--- config.mk ---
export PLATFORM = sky130hd
export DESIGN_NAME = cpuc_seq_ctrl_flat
export DESIGN_NICKNAME = d
export VERILOG_FILES = /design/src/rtl/cpuc_seq_ctrl_pkg.sv /design/src/rtl/cpuc_seq_ctrl_if.sv /design/src/rtl/cpuc_seq_ctrl_decode.sv /design/src/rtl/cpuc_seq_ctrl.sv /design/src/flat_wrapper.sv
export SDC_FILE = /design/constraint.sdc
export NUM_CORES = 1
export LEC_CHECK = 0
export ABC_AREA = 1
export BUFFER_PORTS_ARGS = -buffer_cell sky130_fd_sc_hd__buf_4
export CAP_MARGIN = 20
export CORE_MARGIN = 1
export CORE_UTILIZATION = 35
export CTS_BUF_LIST = sky130_fd_sc_hd__clkbuf_16
export CTS_CLUSTER_SIZE = 25
export DETAILED_ROUTE_END_ITERATION = 8
export GPL_TIMING_DRIVEN = 1
export PLACE_DENSITY = 0.66
export SYNTH_ARGS = -nofsm -noshare
export SYNTH_HDL_FRONTEND = slang
export SYNTH_SLANG_ARGS = --single-unit
--- constraint.sdc ---
create_clock -name clk -period 2 [get_ports clk]
set_clock_uncertainty 0.1 [all_clocks]
set_input_delay 0.1 -clock clk [delete_from_list [all_inputs] [get_ports clk]]
set_output_delay 0.1 -clock clk [all_outputs]
set_load 0.01 [all_outputs]
--- src/rtl/cpuc_seq_ctrl_pkg.sv ---
// cpuc_seq_ctrl_pkg: shared types and constants for the CPUC program sequencer.
// Contents: datapath sizes, opcode and FSM state enums, instruction struct and a PC increment helper.
// Config: CPUC_SEQ_LOOP_EN (used by the sequencer files) enables the LDCNT/DJNZ loop counter.
package cpuc_seq_ctrl_pkg;

  localparam int DATA_WIDTH     = 32;
  localparam int PAYLOAD_WIDTH  = DATA_WIDTH - 4;
  localparam int PROGRAM_SIZE   = 32;
  localparam int PC_WIDTH       = $clog2(PROGRAM_SIZE);
  localparam int NUM_OF_CMP     = 2;
  localparam int NUM_OF_EQUAL   = 2;
  localparam int NUM_OF_COND    = NUM_OF_CMP + NUM_OF_EQUAL;
  localparam int LOOP_CNT_WIDTH = 16;

  typedef enum logic [3:0] {
    OP_NOP   = 4'h0,
    OP_EXEC  = 4'h1,
    OP_JMP   = 4'h2,
    OP_BRC   = 4'h3,
    OP_LDCNT = 4'h4,
    OP_DJNZ  = 4'h5,
    OP_HALT  = 4'hF
  } t_cpuc_seq_opcode;

  typedef enum logic [1:0] {
    S_IDLE,
    S_FETCH,
    S_EXEC,
    S_HALT
  } t_cpuc_seq_state;

  typedef struct packed {
    logic [3:0]               opcode;
    logic [PAYLOAD_WIDTH-1:0] payload;
  } t_cpuc_instr;

  // Sequential PC step; the last program slot wraps back to slot 0.
  function automatic int seq_pc_inc(input int pc, input int size);
    return (pc >= size - 1) ? 0 : pc + 1;
  endfunction

endpackage

--- src/rtl/cpuc_seq_ctrl_if.sv ---
// cpuc_seq_ctrl_if: instruction-memory read port and datapath config handshake of the sequencer.
// Signals: imem_rd_en/imem_addr/imem_rdata (rdata valid the cycle after rd_en),
//          cfg_valid/cfg_ready/cfg_data (valid/ready config word). master = sequencer, slave = memory/fabric.
interface cpuc_seq_ctrl_if
  import cpuc_seq_ctrl_pkg::*;
#(
  parameter int PC_W = PC_WIDTH
) ();

  logic                     imem_rd_en;
  logic [PC_W-1:0]          imem_addr;
  logic [DATA_WIDTH-1:0]    imem_rdata;
  logic                     cfg_valid;
  logic                     cfg_ready;
  logic [PAYLOAD_WIDTH-1:0] cfg_data;

  modport master (
    output imem_rd_en, imem_addr, cfg_valid, cfg_data,
    input  imem_rdata, cfg_ready
  );

  modport slave (
    input  imem_rd_en, imem_addr, cfg_valid, cfg_data,
    output imem_rdata, cfg_ready
  );

endinterface

--- src/rtl/cpuc_seq_ctrl_decode.sv ---
// cpuc_seq_ctrl_decode: combinational opcode legality, branch-condition and jump-target range decode.
// Ports: opcode_i/sel_i/tgt_i instruction fields, cond_vec_i condition bits;
//        op_o (OP_HALT when illegal), legal_o, tgt_ok_o, brc_taken_o. CPUC_SEQ_LOOP_EN makes LDCNT/DJNZ legal.
module cpuc_seq_ctrl_decode
  import cpuc_seq_ctrl_pkg::*;
#(
  parameter int PROG_SIZE = PROGRAM_SIZE,
  parameter int NUM_COND  = NUM_OF_COND,
  parameter int PC_W      = $clog2(PROG_SIZE)
) (
  input  logic [3:0]          opcode_i,
  input  logic [3:0]          sel_i,
  input  logic [PC_W-1:0]     tgt_i,
  input  logic [NUM_COND-1:0] cond_vec_i,
  output t_cpuc_seq_opcode    op_o,
  output logic                legal_o,
  output logic                tgt_ok_o,
  output logic                brc_taken_o
);

  always_comb begin
    legal_o = 1'b0;
    case (opcode_i)
      OP_NOP, OP_EXEC, OP_JMP, OP_BRC, OP_HALT: legal_o = 1'b1;
`ifdef CPUC_SEQ_LOOP_EN
      OP_LDCNT, OP_DJNZ: legal_o = 1'b1;
`endif
      default: legal_o = 1'b0;
    endcase
  end

  assign op_o = legal_o ? t_cpuc_seq_opcode'(opcode_i) : OP_HALT;

  // Only reachable for non power-of-two program sizes.
  assign tgt_ok_o = int'(tgt_i) < PROG_SIZE;

  // Selectors beyond the condition vector simply read as not-taken.
  always_comb begin
    brc_taken_o = 1'b0;
    for (int i = 0; i < NUM_COND; i++) begin
      if (int'(sel_i) == i && cond_vec_i[i]) brc_taken_o = 1'b1;
    end
  end

endmodule

--- src/rtl/cpuc_seq_ctrl.sv ---
// cpuc_seq_ctrl: program sequencer; owns the PC, fetches/decodes instructions, issues config words.
// Ports: clk, rst_n (sync, active-low), start_i, stop_i, cond_vec_i, bus (imem + cfg handshake),
//        pc_o, busy_o, halted_o, err_o. CPUC_SEQ_LOOP_EN adds the 16-bit loop counter (LDCNT/DJNZ).
module cpuc_seq_ctrl
  import cpuc_seq_ctrl_pkg::*;
#(
  parameter int PROG_SIZE = PROGRAM_SIZE,
  parameter int NUM_COND  = NUM_OF_COND,
  parameter int PC_W      = $clog2(PROG_SIZE)
) (
  input  logic                clk,
  input  logic                rst_n,
  input  logic                start_i,
  input  logic                stop_i,
  input  logic [NUM_COND-1:0] cond_vec_i,
  cpuc_seq_ctrl_if.master     bus,
  output logic [PC_W-1:0]     pc_o,
  output logic                busy_o,
  output logic                halted_o,
  output logic                err_o
);

  t_cpuc_seq_state          state_q;
  logic [PC_W-1:0]          pc_q;
  logic                     rd_en_q;
  logic                     cfg_valid_q;
  logic [PAYLOAD_WIDTH-1:0] cfg_data_q;
  logic                     err_q;

  t_cpuc_instr              instr;
  t_cpuc_seq_opcode         dec_op;
  logic                     dec_legal;
  logic                     dec_tgt_ok;
  logic                     dec_brc_taken;
  logic                     take_jump;
  logic [PC_W-1:0]          pc_inc;
  logic [PC_W-1:0]          tgt;

  assign instr  = bus.imem_rdata;
  assign tgt    = instr.payload[PC_W-1:0];
  assign pc_inc = PC_W'(seq_pc_inc(int'(pc_q), PROG_SIZE));

`ifdef CPUC_SEQ_LOOP_EN
  logic [LOOP_CNT_WIDTH-1:0] loop_cnt_q;
  logic [LOOP_CNT_WIDTH-1:0] loop_cnt_d;
  // DJNZ saturates at zero instead of wrapping to all-ones.
  assign loop_cnt_d = (loop_cnt_q == '0) ? '0 : loop_cnt_q - 1'b1;
`endif

  cpuc_seq_ctrl_decode #(
    .PROG_SIZE (PROG_SIZE),
    .NUM_COND  (NUM_COND),
    .PC_W      (PC_W)
  ) u_decode (
    .opcode_i    (instr.opcode),
    .sel_i       (instr.payload[PAYLOAD_WIDTH-1 -: 4]),
    .tgt_i       (tgt),
    .cond_vec_i  (cond_vec_i),
    .op_o        (dec_op),
    .legal_o     (dec_legal),
    .tgt_ok_o    (dec_tgt_ok),
    .brc_taken_o (dec_brc_taken)
  );

  always_comb begin
    take_jump = 1'b0;
    case (dec_op)
      OP_JMP:  take_jump = 1'b1;
      OP_BRC:  take_jump = dec_brc_taken;
`ifdef CPUC_SEQ_LOOP_EN
      OP_DJNZ: take_jump = (loop_cnt_d != '0);
`endif
      default: take_jump = 1'b0;
    endcase
  end

  always_ff @(posedge clk) begin
    if (!rst_n) begin
      state_q     <= S_IDLE;
      pc_q        <= '0;
      rd_en_q     <= 1'b0;
      cfg_valid_q <= 1'b0;
      cfg_data_q  <= '0;
      err_q       <= 1'b0;
`ifdef CPUC_SEQ_LOOP_EN
      loop_cnt_q  <= '0;
`endif
    end else if (stop_i) begin
      // Abort wins over everything, including a pending config handshake.
      state_q     <= S_IDLE;
      rd_en_q     <= 1'b0;
      cfg_valid_q <= 1'b0;
    end else begin
      case (state_q)
        S_IDLE, S_HALT: begin
          if (start_i) begin
            state_q <= S_FETCH;
            rd_en_q <= 1'b1;
            pc_q    <= '0;
            err_q   <= 1'b0;
          end
        end
        S_FETCH: begin
          state_q <= S_EXEC;
          rd_en_q <= 1'b0;
        end
        S_EXEC: begin
          // cfg_valid_q doubles as "waiting for cfg_ready"; imem_rdata is not looked at again.
          if (cfg_valid_q) begin
            if (bus.cfg_ready) begin
              cfg_valid_q <= 1'b0;
              pc_q        <= pc_inc;
              state_q     <= S_FETCH;
              rd_en_q     <= 1'b1;
            end
          end else if (!dec_legal || (take_jump && !dec_tgt_ok)) begin
            state_q <= S_HALT;
            err_q   <= 1'b1;
          end else if (dec_op == OP_HALT) begin
            state_q <= S_HALT;
          end else if (dec_op == OP_EXEC) begin
            cfg_valid_q <= 1'b1;
            cfg_data_q  <= instr.payload;
          end else begin
            pc_q    <= take_jump ? tgt : pc_inc;
            state_q <= S_FETCH;
            rd_en_q <= 1'b1;
`ifdef CPUC_SEQ_LOOP_EN
            if (dec_op == OP_LDCNT) loop_cnt_q <= instr.payload[LOOP_CNT_WIDTH-1:0];
            if (dec_op == OP_DJNZ)  loop_cnt_q <= loop_cnt_d;
`endif
          end
        end
        default: state_q <= S_IDLE;
      endcase
    end
  end

  assign bus.imem_rd_en = rd_en_q;
  assign bus.imem_addr  = pc_q;
  assign bus.cfg_valid  = cfg_valid_q;
  assign bus.cfg_data   = cfg_data_q;

  assign pc_o     = pc_q;
  assign busy_o   = (state_q == S_FETCH) || (state_q == S_EXEC);
  assign halted_o = (state_q == S_HALT);
  assign err_o    = err_q;

endmodule

--- src/flat_wrapper.sv ---
// flat-port wrapper written by rule: the top's interface ports become plain ports
module cpuc_seq_ctrl_flat import cpuc_seq_ctrl_pkg::*;
#(
  parameter int PROG_SIZE = PROGRAM_SIZE,
  parameter int NUM_COND  = NUM_OF_COND,
  parameter int PC_W      = $clog2(PROG_SIZE)
)
  (clk, rst_n, start_i, stop_i, cond_vec_i, pc_o, busy_o, halted_o, err_o, bus_imem_rd_en, bus_imem_addr, bus_cfg_valid, bus_cfg_data, bus_imem_rdata, bus_cfg_ready);
  cpuc_seq_ctrl_if #(.PC_W(PC_W)) bus_i ();
  input  logic clk;
  input  logic rst_n;
  input  logic start_i;
  input  logic stop_i;
  input  logic [NUM_COND-1:0] cond_vec_i;
  output logic [PC_W-1:0] pc_o;
  output logic busy_o;
  output logic halted_o;
  output logic err_o;
  output wire logic [$bits(bus_i.imem_rd_en)-1:0] bus_imem_rd_en;
  output wire logic [$bits(bus_i.imem_addr)-1:0] bus_imem_addr;
  output wire logic [$bits(bus_i.cfg_valid)-1:0] bus_cfg_valid;
  output wire logic [$bits(bus_i.cfg_data)-1:0] bus_cfg_data;
  input wire logic [$bits(bus_i.imem_rdata)-1:0] bus_imem_rdata;
  input wire logic [$bits(bus_i.cfg_ready)-1:0] bus_cfg_ready;
  assign bus_imem_rd_en = bus_i.imem_rd_en;
  assign bus_imem_addr = bus_i.imem_addr;
  assign bus_cfg_valid = bus_i.cfg_valid;
  assign bus_cfg_data = bus_i.cfg_data;
  assign bus_i.imem_rdata = bus_imem_rdata;
  assign bus_i.cfg_ready = bus_cfg_ready;
  cpuc_seq_ctrl #(.PROG_SIZE(PROG_SIZE), .NUM_COND(NUM_COND), .PC_W(PC_W)) u_core (.clk(clk), .rst_n(rst_n), .start_i(start_i), .stop_i(stop_i), .cond_vec_i(cond_vec_i), .bus(bus_i), .pc_o(pc_o), .busy_o(busy_o), .halted_o(halted_o), .err_o(err_o));
endmodule
==> run summary, run 1 <==
TIMING
-----------------------------------------------------------------------------------------------------------------
Part of the cycle the worst path needs                                                                      90.3%
Setup repair after global routing missed its margin                                                         false
Accumulated negative setup slack                                                                             0 ns
Setup WS post-layout                                                                                     0.194 ns
Max Slew Vio Count                                                                                              0
Max-slew headroom at the worst pin                                                                          76.4%
Finish-stage setup viols                                                                                        0
Final hold violations                                                                                           0
Fin crit period                                                                                           1.81 ns
Timing-limited maximum frequency                                                                          554 MHz
Least-Margin Pin Slew                                                                                    0.354 ns

PLACE
-----------------------------------------------------------------------------------------------------------------
Area after DPL                                                                                       0.00242 mm^2
Weighted congestion at the end of routability-driven global placement                                       0.792
Port buffer count                                                                                              83
HPWL after detailed placement                                                                             3260 um
Minimum setup slack after placement                                                                      0.195 ns

LAYOUT
-----------------------------------------------------------------------------------------------------------------
# diodes                                                                                                        0
Fill count                                                                                                    435
Layout-stage area growth over the synthesis result                                                          55.7%
Multi-input gate area                                                                                    868 um^2
Post-route cell area                                                                                 0.00281 mm^2
Seq. cell area                                                                                           761 um^2
Final net count                                                                                               384
Layout cells sized above 1                                                                                  32.3%

SYNTHESIS
-----------------------------------------------------------------------------------------------------------------
Leading post-synthesis cells by cell area                                                            dfxtp_1 42%, nor2_1 11%, o21ai_0 6.9%
Yosys warnings                                                                                                  0
Number of synthesized register bits                                                                            38
Prevailing post-synth register cell                                                                       dfxtp_1
Arithmetic-cell share of the synthesized area counting full adders, half adders and majority gates          4.16%
Async set-or-reset flop fraction in the synthesized netlist                                                    0%
Synth Net Count                                                                                               280
Area fraction of the dominant cell type after synthesis                                                     42.1%
Area share of xor/xnor cells in the synthesized design                                                     0.485%
Number of instances in the synthesized netlist                                                                233
Post-synthesis area per instance                                                                        7.75 um^2
Post-synthesis simple-gate area fraction                                                                    28.6%
Library cell occupying the most area in the post-synthesis netlist                                        dfxtp_1
Mux contribution to synthesized area                                                                           0%
Post-synthesis compound-gate area fraction                                                                  14.9%
Cell types with the highest counts after synthesis                                                   51 x nor2_1, 38 x dfxtp_1, 28 x nand2_1, 25 x o21ai_0, 16 x a21oi_1
Main combinational cell family by area after synthesis                                               simple AND/OR/NAND/NOR gates
Post-synthesis sequential area ratio                                                                        42.1%
Post-synthesis instance area                                                                         0.00181 mm^2
Number of distinct library cells after synthesis                                                               26
Number of enable flip-flop cells after synthesis                                                                0
Library cell with the highest instance count after synthesis                                               nor2_1

WORST SETUP PATH
-----------------------------------------------------------------------------------------------------------------
Required time of the critical path                                                                        2.10 ns
Reg2reg end                                                                                          u_core.bus.imem_addr[0]
Reg2reg setup slack                                                                                       0.19 ns
Endpoint type of the worst setup path                                                                    register
Critical Path AT                                                                                          1.91 ns
Crit path max fanout                                                                                            6
Setup CP Type                                                                                        register to register
CP Launch Type                                                                                           register
Startpoint of the worst-slack reg-to-reg timing path                                                 u_core.state_q[0]
Critical Path Start                                                                                  u_core.state_q[0]
R2R cell count                                                                                                  9

MIN PATH
-----------------------------------------------------------------------------------------------------------------
Kind of path behind the tightest hold check                                                          input pin to register
Startpoint of the lowest-slack hold path                                                             bus_imem_rdata[25]
Hold Crit Depth                                                                                                 3
Endpoint of the worst hold-timing path                                                               u_core.bus.cfg_data[25]

DIE
-----------------------------------------------------------------------------------------------------------------
I/O pin total                                                                                                  84
Die Footprint                                                                                        0.00545 mm^2
Number of rows in the core area                                                                                25
Total core area                                                                                      0.00485 mm^2
Die height                                                                                                73.8 um
Die span in x                                                                                             73.8 um
Effective utilization at floorplan                                                                          37.2%

DRT
-----------------------------------------------------------------------------------------------------------------
Average detailed-routed wire length per instance                                                          11.7 um
Total via count after detailed routing                                                                       1842
Routed WL                                                                                                 4720 um
Remaining antenna violation count                                                                               0
Number of vias per cell after detailed routing                                                               4.56
Residual DRC                                                                                                    0
DR iter-0 viols                                                                                               150
Number of iterations in the first detailed-routing pass                                                         4

FLOW RUN
-----------------------------------------------------------------------------------------------------------------
Max capacitance violation total                                                                                 0

GLOBAL ROUTE
-----------------------------------------------------------------------------------------------------------------
Wire length of the first global-routing pass                                                              8020 um
Maximum number of pins on one net before global-route repair                                                   30
Overall global routing resource usage                                                                       19.6%
Antenna violations before repair                                                                                0
Final global-route overflow total                                                                               0
Via count of the first global-routing pass                                                                   1829

CTS
-----------------------------------------------------------------------------------------------------------------
Maximum clock insertion buffer count                                                                            2
Source-to-sink clock delay at the later pin of the worst-skew pair                                        0.27 ns
Total clock buffers created by CTS                                                                              5
CTS tree                                                                                                     done
Post CTS Setup Buffer Count                                                                                     0
Buffer cell driving the clock tree root                                                                 clkbuf_16
CTS clock-pin slew for the worst setup and hold paths                                                     0.05 ns
Maximum level of the CTS H-tree                                                                                 2
Number of sinks handled by clock tree synthesis                                                                38

PWR
-----------------------------------------------------------------------------------------------------------------
Overall power                                                                                             1.69 mW
Leak                                                                                                      1.36 nW
Total power density per cell area                                                                     602 mW/mm^2
Maximum vdd drop                                                                                       0.000473 V

STATUS
-----------------------------------------------------------------------------------------------------------------
Run status                                                                                           finished clean

==> cell type report <==
cell class	count	share of cell area (%)
Clock inverter	2	0.356
Multi-Input combinational cell	163	30.9
Timing Repair Buffer	110	31.7
Tap cell	67	2.98
Clock buffer	5	4.45
Sequential cell	38	27.1
Inverter	19	2.54
==> through the flow <==
stage,cells,hold slack (ns),utilization (%)
after global routing,404,0.0224,58.0
after global placement,372,0.222,50.0
after floorplan,233,0.135,-
after CTS,404,0.00525,57.9
final,404,0.00664,58.0
after detailed placement,372,0.229,50.0
==> what timing repair did <==
| item | in CTS | in global routing |
|---|---|---|
| hold buffers | 25 | 0 |
| endpoints found under the setup margin | 0 | 3 |
| resized for setup | 0 | 1 |
| endpoints found under the hold margin | 25 | 0 |
==> logic make-up after synthesis <==
family | count (synthesis)
xor+xnor | 1
simple gates | 106
fa+ha+maj | 6
flops | 38
buf+inv | 32
compound gates | 50
==> critical path, cell delays in order, from the launching register on <==
cell,delay [ns]
dfxtp_1,0.40
inv_1,0.06
ha_1,0.28
inv_1,0.09
nor2_1,0.06
nor2_2,0.18
nand4_4,0.17
nor2_4,0.17
nand3_1,0.09
a21oi_1,0.13
==> worst max path at each step <==
stage	to	slack (ns)	depth (start not counted)
5_1_grt	u_core.bus.imem_addr[1]	0.02	9
3_5_place_dp	u_core.bus.cfg_data[4]	0.20	9
4_1_cts	u_core.bus.cfg_data[4]	0.16	9
3_3_place_gp	u_core.bus.cfg_data[2]	0.26	9
6_report	u_core.bus.imem_addr[0]	0.19	9
2_1_floorplan	u_core.bus.imem_addr[3]	0.32	9
==> state kept, by name, summed over array words and instances, names as in the netlist <==
register / cells
u_core.bus.cfg_valid: 1
u_core.bus.cfg_data: 28
u_core.err_o: 1
u_core.bus.imem_addr: 5
u_core.bus.imem_rd_en: 1
u_core.state_q: 2
==> layout by cell type (no fill, tap or decap), types with 3 or more instances in the layout <==
cell / netlist / layout
buf_4: 5 / 84
nor2_1: 51 / 51
dfxtp_1: 38 / 38
nand2_1: 28 / 28
o21ai_0: 25 / 25
dlygate4sd3_1: 0 / 25
a21oi_1: 16 / 16
inv_1: 15 / 15
nand3_1: 15 / 15
ha_1: 6 / 6
o21ai_1: 5 / 5
clkbuf_16: 0 / 5
inv_2: 4 / 4
nor2_4: 3 / 3
==> per-layer routing <==
layer  vias to the layer above  global-route usage (%)  share of wire, %
li1                        968                       -                 -
met5                         -                       0                 0
met2                        51                    34.0                50
met4                         0                    7.91               2.4
met1                       813                    22.2                43
met3                        10                    6.04               4.6
==> report_power, final <==
group	switching, mW	internal, mW	leakage, nW
Combinational	0.0800	0.110	0.987
Sequential	0.00345	0.762	0.306
Clock	0.289	0.450	0.0694
Total	0.373	1.32	1.36
Note: power is estimated with default switching activity, not from simulation.
==> run 2: changes to the inputs <==
==> constraint.sdc (replaced) <==
create_clock -name clk -period 2 [get_ports clk]
set_clock_uncertainty 0.1 [all_clocks]
set_input_delay 0.2 -clock clk [delete_from_list [all_inputs] [get_ports clk]]
set_output_delay 0.2 -clock clk [all_outputs]
set_load 0.01 [all_outputs]
==> run 2 against run 1 <==
  * Register-to-register slack about the same
  * Die area unchanged
  * Sequential share of layout area increased by 2.6 points
  * Via count decreased by 6.3%
  * Utilization decreased by 5.2 points
  * Combinational power decreased by 22%
  * Flip-flop and latch count unchanged
  * Non-clock buffer count decreased by 25
  * Highest routed layer unchanged
  * Critical path depth unchanged
  * Hold slack improved by 0.037 ns
  * Largest power group unchanged
==> run summary, run 2 (synthesis results as in run 1) <==
STATUS
------------------------------------------------------------------------------------
Run status                                                              finished clean

FLOW RUN
------------------------------------------------------------------------------------
Max capacitance violation total                                                    0   unchanged

LAYOUT
------------------------------------------------------------------------------------
Fin cells                                                                        379   -6.2%
Number of flip-flops in the largest register                                      28   unchanged
Commonest non-fill, non-tap cells in the layout                         84 x buf_4, 51 x nor2_1, 38 x dfxtp_1
Leading cell type in the layout, fill and taps excluded                        buf_4
Fill count                                                                       473   +8.7%
Multi-input gate area                                                       868 um^2   unchanged
Layout-stage area growth over the synthesis result                             41.9%
Seq. cell area                                                              761 um^2   unchanged
Layout cells sized above 1                                                     34.9%   +2.6 points
Post-layout utilization of the core                                            52.8%   -5.2 points
# diodes                                                                           0   unchanged
Final net count                                                                  359   -6.5%

TIMING
------------------------------------------------------------------------------------
Final hold violations                                                              0   unchanged
Setup repair after global routing missed its margin                            false
Finish-stage setup viols                                                           0   unchanged
Accumulated negative setup slack                                                0 ns   unchanged
Least-Margin Pin Slew                                                       0.351 ns   -0.00281 ns
Max Slew Vio Count                                                                 0   unchanged
Hold WS                                                                    0.0432 ns   +0.0366 ns
Fin crit period                                                              1.82 ns   +0.0101 ns
Max-slew headroom at the worst pin                                             76.5%   +0.19 points
Timing-limited maximum frequency                                             551 MHz   -0.56%
Part of the cycle the worst path needs                                         90.8%   +0.51 points
Setup WS post-layout                                                        0.184 ns   -0.0101 ns

GLOBAL ROUTE
------------------------------------------------------------------------------------
Wire length of the first global-routing pass                                 7320 um   -8.7%
Via count of the first global-routing pass                                      1662   -9.1%
Maximum number of pins on one net before global-route repair                      30   unchanged
Antenna violations before repair                                                   0   unchanged
Overall global routing resource usage                                          17.8%   -1.8 points
Final global-route overflow total                                                  0   unchanged

CTS
------------------------------------------------------------------------------------
Source-to-sink clock delay at the later pin of the worst-skew pair           0.27 ns   about the same
Maximum level of the CTS H-tree                                                    2   unchanged
Count of hold-fix buffers inserted at cts                                          0   -100%
CTS clock-pin slew for the worst setup and hold paths                        0.06 ns   about the same
Post CTS Setup Buffer Count                                                        0   unchanged
Maximum clock insertion buffer count                                               2   unchanged
Buffer cell driving the clock tree root                                    clkbuf_16
Number of sinks handled by clock tree synthesis                                   38   unchanged
Total clock buffers created by CTS                                                 5   unchanged
CTS tree                                                                        done
Number of instances resized during post-cts repair                                 0   unchanged

PLACE
------------------------------------------------------------------------------------
Port buffer count                                                                 83   unchanged
HPWL after detailed placement                                                3260 um   unchanged
Placed cells                                                                     372   unchanged
Weighted congestion at the end of routability-driven global placement          0.792   unchanged
Minimum setup slack after placement                                         0.195 ns   unchanged

DRT
------------------------------------------------------------------------------------
Number of vias per cell after detailed routing                                  4.55   -0.12%
Residual DRC                                                                       0   unchanged
Routed WL                                                                    4330 um   -8.3%
Remaining antenna violation count                                                  0   unchanged
Number of iterations in the first detailed-routing pass                            4   unchanged
Average detailed-routed wire length per instance                             11.4 um   -2.3%
DR iter-0 viols                                                                  104   -31%
Total via count after detailed routing                                          1726   -6.3%

WORST SETUP PATH
------------------------------------------------------------------------------------
Endpoint type of the worst setup path                                       register
Critical Path AT                                                             1.92 ns   about the same
Required time of the critical path                                           2.10 ns   about the same
Crit path max fanout                                                               6   unchanged
Setup CP Type                                                           register to register
CP Launch Type                                                              register

PWR
------------------------------------------------------------------------------------
Maximum vdd drop                                                          0.000473 V   -0.13%
Total power density per cell area                                        644 mW/mm^2   +6.8%
Leak                                                                         1.26 nW   -7.7%

DIE
------------------------------------------------------------------------------------
Die span in x                                                                73.8 um   unchanged
Total core area                                                         0.00485 mm^2   unchanged
Effective utilization at floorplan                                             37.2%   unchanged
Die Footprint                                                           0.00545 mm^2   unchanged
Die height                                                                   73.8 um   unchanged
I/O pin total                                                                     84   unchanged
Number of rows in the core area                                                   25   unchanged

MIN PATH
------------------------------------------------------------------------------------
Kind of path behind the tightest hold check                             input pin to register

[run 2: cell types whose count changed in the layout (fill, tap and decap cells not counted)]
cell	change
dlygate4sd3_1	-25
[run 2: metrics by stage]
step | power (mW) | area [um^2]
finish | 1.65 | 2560
global route | 1.71 | 2560
CTS | 1.67 | 2560
detailed placement | 0.931 | 2420
global placement | 0.929 | 2420
floorplan | 0.845 | 1810
[run 2: layout make-up]
cell class | instances | area share (%)
clock inverter | 2 | 0.391
clock buffer | 5 | 4.89
inverter | 19 | 2.78
tap | 67 | 3.27
multi-input combinational | 163 | 33.9
timing repair buffer | 85 | 25.1
sequential | 38 | 29.7
[run 2: worst paths after layout]
check	startpoint	to	slack, ns	depth (start not counted)
setup / recovery	u_core.state_q[0]	u_core.bus.imem_addr[0]	0.18	9
hold / removal	bus_imem_rdata[11]	u_core.bus.cfg_data[11]	0.04	3
setup reg to reg	u_core.state_q[0]	u_core.bus.imem_addr[0]	0.18	9
hold reg to reg	u_core.bus.imem_rd_en	u_core.bus.imem_rd_en	0.39	2
[run 2: per-layer routing]
metal  wire length, um  global-route usage [%]  vias to the layer above
met3               229                    4.53                       13
met1              1920                    21.5                      749
met5                 0                       0                        -
met4               104                    8.76                        0
met2              2080                    29.4                       52
li1                  -                       -                      912
[run 2: worst max-delay path: stages, from the launching register on]
cell and delay (ns):
dfxtp_1 0.41, inv_1 0.07, ha_1 0.28, inv_1 0.09, nor2_1 0.06, nor2_2 0.18
nand4_4 0.17, nor2_4 0.17, nand3_1 0.09, a21oi_1 0.13
[run 2: where the power goes]
group | switching [mW] | internal [mW]
Clock | 0.286 | 0.449
Sequential | 0.00351 | 0.762
Combinational | 0.0705 | 0.0778
Total | 0.360 | 1.29
